$ cat src/rtl/muldiv_pkg.sv
// Shared types and constants for the multi-cycle multiply/divide sequencer.
package muldiv_pkg;

    typedef enum logic [2:0] {
        IDLE,
        MUL,
        DIV,
        SIGN,
        DONE
    } md_state_t;

    typedef enum logic [1:0] {
        MD_MULT  = 2'b00,
        MD_MULTU = 2'b01,
        MD_DIV   = 2'b10,
        MD_DIVU  = 2'b11
    } md_op_t;

    localparam int DIV_ITERS = 32;

endpackage

$ cat src/rtl/muldiv_sequencer_div_iter.sv
// One combinational radix-2 restoring division step over a packed
// {partial remainder, quotient} register.
module div_iter (
    input  logic [63:0] rq_in,
    input  logic [31:0] divisor,
    output logic [63:0] rq_out
);

    logic [32:0] top;
    logic [32:0] diff;
    logic        fits;

    // The shifted remainder can need 33 bits, so compare at that width.
    always_comb begin
        top    = rq_in[63:31];
        diff   = top - {1'b0, divisor};
        fits   = (top >= {1'b0, divisor});
        rq_out = fits ? {diff[31:0], rq_in[30:0], 1'b1}
                      : {top[31:0],  rq_in[30:0], 1'b0};
    end

endmodule

$ cat src/rtl/muldiv_sequencer.sv
// EX-stage multiply/divide sequencer: stalls the pipeline while a
// MULT/MULTU/DIV/DIVU runs, then pulses result_valid with {hi, lo}.
module muldiv_sequencer
    import muldiv_pkg::*;
#(
    parameter int MUL_CYCLES = 2
) (
    input  logic        clk,
    input  logic        rst,
    input  logic        op_valid,
    input  logic [1:0]  op_type,
    input  logic [31:0] src_a,
    input  logic [31:0] src_b,
    input  logic        flush,
    output logic        stall_req,
    output logic        busy,
    output logic        result_valid,
    output logic [31:0] hi,
    output logic [31:0] lo
);

    localparam logic [4:0] MUL_LAST = 5'(MUL_CYCLES - 1);
    localparam logic [4:0] DIV_LAST = 5'(DIV_ITERS - 1);

    md_state_t   state;
    logic [4:0]  cnt;
    md_op_t      op_reg;
    logic [31:0] a_reg;
    logic [31:0] b_reg;
    logic [63:0] rq;
    logic [63:0] rq_next;
    logic [31:0] dvsr;
    logic [63:0] mul_pipe [MUL_CYCLES];

    logic        accept;
    logic        signed_div;
    logic [31:0] mag_a;
    logic [31:0] mag_b;
    logic [63:0] ext_a;
    logic [63:0] ext_b;
    logic [63:0] product;
    logic [31:0] fix_hi;
    logic [31:0] fix_lo;

    assign accept       = (state == IDLE) && op_valid && !flush;
    assign stall_req    = !rst && (accept || state == MUL || state == DIV || state == SIGN);
    assign busy         = (state != IDLE);
    assign result_valid = (state == DONE);

    // Operand preparation at accept: sign-extended product, divider magnitudes.
    always_comb begin
        signed_div = (md_op_t'(op_type) == MD_DIV);
        mag_a      = (signed_div && src_a[31]) ? -src_a : src_a;
        mag_b      = (signed_div && src_b[31]) ? -src_b : src_b;
        ext_a      = (md_op_t'(op_type) == MD_MULT) ? {{32{src_a[31]}}, src_a} : {32'b0, src_a};
        ext_b      = (md_op_t'(op_type) == MD_MULT) ? {{32{src_b[31]}}, src_b} : {32'b0, src_b};
        product    = ext_a * ext_b;
    end

    // Divide-by-zero bypasses the sign fix and reports the raw dividend.
    always_comb begin
        fix_hi = rq[63:32];
        fix_lo = rq[31:0];
        if (b_reg == 32'b0) begin
            fix_hi = a_reg;
            fix_lo = 32'hFFFF_FFFF;
        end else if (op_reg == MD_DIV) begin
            if (a_reg[31] ^ b_reg[31]) fix_lo = -rq[31:0];
            if (a_reg[31])             fix_hi = -rq[63:32];
        end
    end

    div_iter u_div_iter (
        .rq_in   (rq),
        .divisor (dvsr),
        .rq_out  (rq_next)
    );

    always_ff @(posedge clk) begin
        if (accept) mul_pipe[0] <= product;
        for (int i = 1; i < MUL_CYCLES; i++) mul_pipe[i] <= mul_pipe[i-1];
    end

    always_ff @(posedge clk or posedge rst) begin
        if (rst) begin
            state  <= IDLE;
            cnt    <= '0;
            op_reg <= MD_MULT;
            a_reg  <= '0;
            b_reg  <= '0;
            rq     <= '0;
            dvsr   <= '0;
            hi     <= '0;
            lo     <= '0;
        end else if (flush) begin
            state <= IDLE;
            cnt   <= '0;
        end else begin
            case (state)
                IDLE: begin
                    if (op_valid) begin
                        op_reg <= md_op_t'(op_type);
                        a_reg  <= src_a;
                        b_reg  <= src_b;
                        rq     <= {32'b0, mag_a};
                        dvsr   <= mag_b;
                        cnt    <= '0;
                        state  <= op_type[1] ? DIV : MUL;
                    end
                end
                MUL: begin
                    if (cnt == MUL_LAST) begin
                        {hi, lo} <= mul_pipe[MUL_CYCLES-1];
                        cnt      <= '0;
                        state    <= DONE;
                    end else begin
                        cnt <= cnt + 5'd1;
                    end
                end
                DIV: begin
                    rq <= rq_next;
                    if (cnt == DIV_LAST) begin
                        cnt   <= '0;
                        state <= SIGN;
                    end else begin
                        cnt <= cnt + 5'd1;
                    end
                end
                SIGN: begin
                    hi    <= fix_hi;
                    lo    <= fix_lo;
                    state <= DONE;
                end
                DONE:    state <= IDLE;
                default: state <= IDLE;
            endcase
        end
    end

endmodule

$ cat config.mk
export PLATFORM = sky130hd
export DESIGN_NAME = muldiv_sequencer
export DESIGN_NICKNAME = d
export VERILOG_FILES = /design/src/rtl/muldiv_pkg.sv /design/src/rtl/muldiv_sequencer_div_iter.sv /design/src/rtl/muldiv_sequencer.sv
export SDC_FILE = /design/constraint.sdc
export NUM_CORES = 2
export LEC_CHECK = 0
export ABC_CLOCK_PERIOD_IN_PS = 28600
export BUFFER_PORTS_ARGS = -buffer_cell sky130_fd_sc_hd__buf_4
export CORE_ASPECT_RATIO = 0.8
export CORE_UTILIZATION = 35
export DETAILED_ROUTE_END_ITERATION = 12
export GPL_TIMING_DRIVEN = 0
export HOLD_SLACK_MARGIN = 0.06
export PLACE_DENSITY = 0.61
export SKIP_CTS_REPAIR_TIMING = 1
export SYNTH_ARGS = -nofsm -noshare
export SYNTH_HDL_FRONTEND = slang
export SYNTH_SLANG_ARGS = --single-unit
$ cat constraint.sdc
create_clock -name clk -period 28.6 [get_ports clk]
set_input_delay 8.58 -clock clk [delete_from_list [all_inputs] [get_ports clk]]
set_output_delay 8.58 -clock clk [all_outputs]
set_load 0.005 [all_outputs]
==> key figures <==
Outcome
  – Status: finished, violations left
  – Failing checks: capacitance limit, slew limit

STA
  – Fin crit share: 0.690
  – RSZ-0062 raised after global routing: false
  – F_max: 50.7 MHz
  – Final TNS setup: 0 ns
  – Worst setup margin: 8.87 ns
  – Min Tclk post-route: 19.73 ns
  – Final setup fails: 0
  – Slew @ Worst Pin: 1.65 ns
  – Tightest slew margin relative to the limit: -0.0993
  – Final Max Tran Viols: 135
  – Skew final: 0.0193 ns
  – Final Hold Viols: 0

Clock network
  – Clock transition at the registers of the reported paths: 0.07 ns
  – Skew-Pair Late Insertion Delay: 0.57 ns
  – Longest Clk Path Bufs: 3
  – Root buffer cell: clkbuf_16
  – CTS tree: done
  – Clk sinks: 361
  – Total CTS buffers: 37
  – H-tree lvl count: 2

Route
  – DRC violations left: 0
  – Initial DRC Count: 6025
  – Via count: 51000
  – Wire per inst: 29.9 µm
  – Post-Route WL: 287000 µm
  – Router iterations before antenna repair: 6
  – DR vias/cell: 5.31
  – Final ANT Viol Nets: 0

Yosys
  – Yosys warning count: 0
  – Post-Synthesis Cell Area: 65000 µm²
  – Sequential fraction of the synthesis area: 0.139
  – Post-synth EDFFs: 64
  – Async SR Flop Fraction: 0.645
  – Primary FF master, synth: dfrtp_1
  – Syn_area_per_cell: 9.30 µm²
  – Post-synth cell types: 81
  – Syn Nets: 8827
  – Synthesized flop and latch total: 361
  – Cells after synthesis: 6985

Floorplanning
  – Die width: 484 µm
  – IO Pins: 137
  – Core Area: 185000 µm²
  – Initial core utilization: 0.352
  – Row count: 141
  – Die ar.: 187000 µm²
  – DIE HEIGHT: 387 µm

Final layout
  – Leading registers by flop count: mul_pipe: 128 flops, rq: 64 flops
  – Filler cell count: 18700
  – Top reg by flops: mul_pipe
  – Final Cell Area: 70400 µm²
  – Max FFs per register: 128
  – Post-layout util: 0.381
  – Area grow syn2layout: 8.30%
  – Nets: 8975
  – Share of layout cells above drive strength 1: 0.0349

Worst setup path
  – Max incr delay on CP: 0.90 ns
  – Crit. End Element: flop
  – CP max stage cell: fa_1
  – Type of the setup path with the least slack: in -> reg
  – WP data required: 28.91 ns
  – CP max FO: 10
  – Crit path DAT: 20.04 ns
  – Startpoint types: primary input
  – CP most frequent cell: fa_1

Placed design
  – I/O Buffers: 96
  – DP HPWL: 238000 µm
  – GPL Wtd Cong: 1.04
  – Pre-CTS setup slack: 8.30 ns
  – Placed Instance Area: 69000 µm²

Worst hold path
  – Worst min path class: reg -> reg

GRT
  – Largest net degree at the start of global routing: 94
  – Total Routing Usage GR: 0.308
  – First-pass GRT wire length: 405000 µm
  – Initial antenna violation count: 39
  – Vias in the first global route: 53000
  – Grt ovf: 0

Job
  – Max Cap Violations: 15
[placed cells by master, fill, tap and decap left out, drive strengths merged, types with 9 or more instances in the layout]
cell / n
or2: 11
o41ai: 11
o21a: 14
buf: 155
o211ai: 9
nor3: 42
xnor2: 177
nand2b: 14
clkbuf: 380
o31ai: 20
edfxtp: 64
a21o: 69
nand4: 23
mux2i: 10
or3: 18
nor2b: 12
a31oi: 36
a21oi: 216
nor4: 26
o22ai: 35
diode: 14
nand3: 29
nand2: 983
and2: 504
dfxtp: 64
nor2: 185
xor2: 73
a211oi: 40
and3: 20
fa: 1420
ha: 352
o21bai: 13
o21ai: 232
clkinv: 16
inv: 1564
dfrtp: 233
[worst max-delay path: cells and delay by family]
family                   cells  cell delay, ns
adder cells (fa/ha/maj)     11            6.10
AND/OR/NAND/NOR              6            0.88
AO/OA/AOI/OAI                6            1.37
XOR/XNOR                     1            0.12
buffers and inverters       11            2.95
[final cells by class]
cell class	instances	area, µm²	share of cell area
inverter	1563	5870	0.0835
buffer	384	1510	0.0215
timing repair buffer	109	963	0.0137
clock inverter	26	332	0.00471
clock buffer	42	965	0.0137
multi-input combinational	4677	48600	0.691
sequential	361	9030	0.128
antenna	14	35.0	0.000498
tap	2431	3040	0.0432
[cell families (layout without fill, tap and decap cells)]
group / count (synthesis) / in the layout / share of synthesized area
buffers and inverters: 1947 / 2124 / 0.113
and+or+nand+nor: 1895 / 1895 / 0.138
adders and majority gates: 1773 / 1773 / 0.505
AOI/OAI and AO/OA: 749 / 749 / 0.0697
DFF: 361 / 361 / 0.139
xor gates and xnor gates: 250 / 250 / 0.0337
muxes: 10 / 10 / 0.00154
other: 0 / 14 / 0
[stage by stage]
| step | hold WS, ns | instances |
|---|---|---|
| final | 0.334 | 9607 |
| after global routing | 0.336 | 9594 |
| after CTS | 0.338 | 9591 |
| after detailed placement | 0.327 | 9523 |
| after global placement | 0.325 | 9512 |
| after floorplan | 0.323 | 6985 |
[final timing paths]
kind	from	end	slack, ns	cells after the start
max	op_type[1]	mul_pipe[0][60]$_DFFE_PP_	8.87	35
min	mul_pipe[0][37]$_DFFE_PP_	mul_pipe[0][101]$_DFF_P_	0.33	0
max reg2reg	rq[39]$_DFFE_PP0P_	rq[33]$_DFFE_PP0P_	24.46	13
min reg2reg	mul_pipe[0][37]$_DFFE_PP_	mul_pipe[0][101]$_DFF_P_	0.33	0
max in group asynchronous	rst	hi[31]$_DFFE_PP0P_	19.74	3
min in group asynchronous	rst	lo[28]$_DFFE_PP0P_	8.02	2
[cell usage after synthesis (8+ instances only)]
| cell type | count | area share |
|---|---|---|
| nand2b_1 | 14 | 0.0013 |
| inv_1 | 1560 | 0.090 |
| dfrtp_1 | 233 | 0.090 |
| and2_1 | 502 | 0.048 |
| o21ai_0 | 227 | 0.017 |
| nor3_1 | 42 | 0.0032 |
| o21a_1 | 14 | 0.0016 |
| or2_2 | 10 | 0.00096 |
| a21o_1 | 69 | 0.0080 |
| a31oi_1 | 36 | 0.0035 |
| edfxtp_1 | 64 | 0.030 |
| o21bai_1 | 13 | 0.0015 |
| xnor2_1 | 177 | 0.024 |
| a21oi_1 | 216 | 0.017 |
| nor4_1 | 23 | 0.0022 |
| and3_1 | 20 | 0.0019 |
| nand2_1 | 982 | 0.057 |
| o211ai_1 | 9 | 0.0010 |
| nor2b_1 | 12 | 0.0012 |
| o41ai_1 | 10 | 0.0013 |
| ha_1 | 352 | 0.068 |
| dfxtp_1 | 64 | 0.020 |
| or3_1 | 17 | 0.0016 |
| buf_2 | 8 | 0.00062 |
| o22ai_1 | 35 | 0.0034 |
| mux2i_1 | 10 | 0.0015 |
| xor2_1 | 73 | 0.0098 |
| fa_1 | 1420 | 0.44 |
| nor2_1 | 185 | 0.011 |
| o31ai_1 | 20 | 0.0023 |
| nand4_1 | 23 | 0.0022 |
| nand3_1 | 29 | 0.0022 |
| buf_1 | 36 | 0.0021 |
| a211oi_1 | 39 | 0.0045 |
| clkbuf_1 | 337 | 0.019 |
[routing by layer]
metal | vias up | track usage | routed length [µm]
met3 | 398 | 0.107 | 36800
met5 | - | 0 | 79
met1 | 26600 | 0.431 | 122000
li1 | 21100 | - | -
met4 | 10 | 0.0906 | 9640
met2 | 2823 | 0.445 | 119000
Power is left out: the tool's default activity adds up to more than one toggle a clock period on the data nets, which glitch-free logic cannot reach.
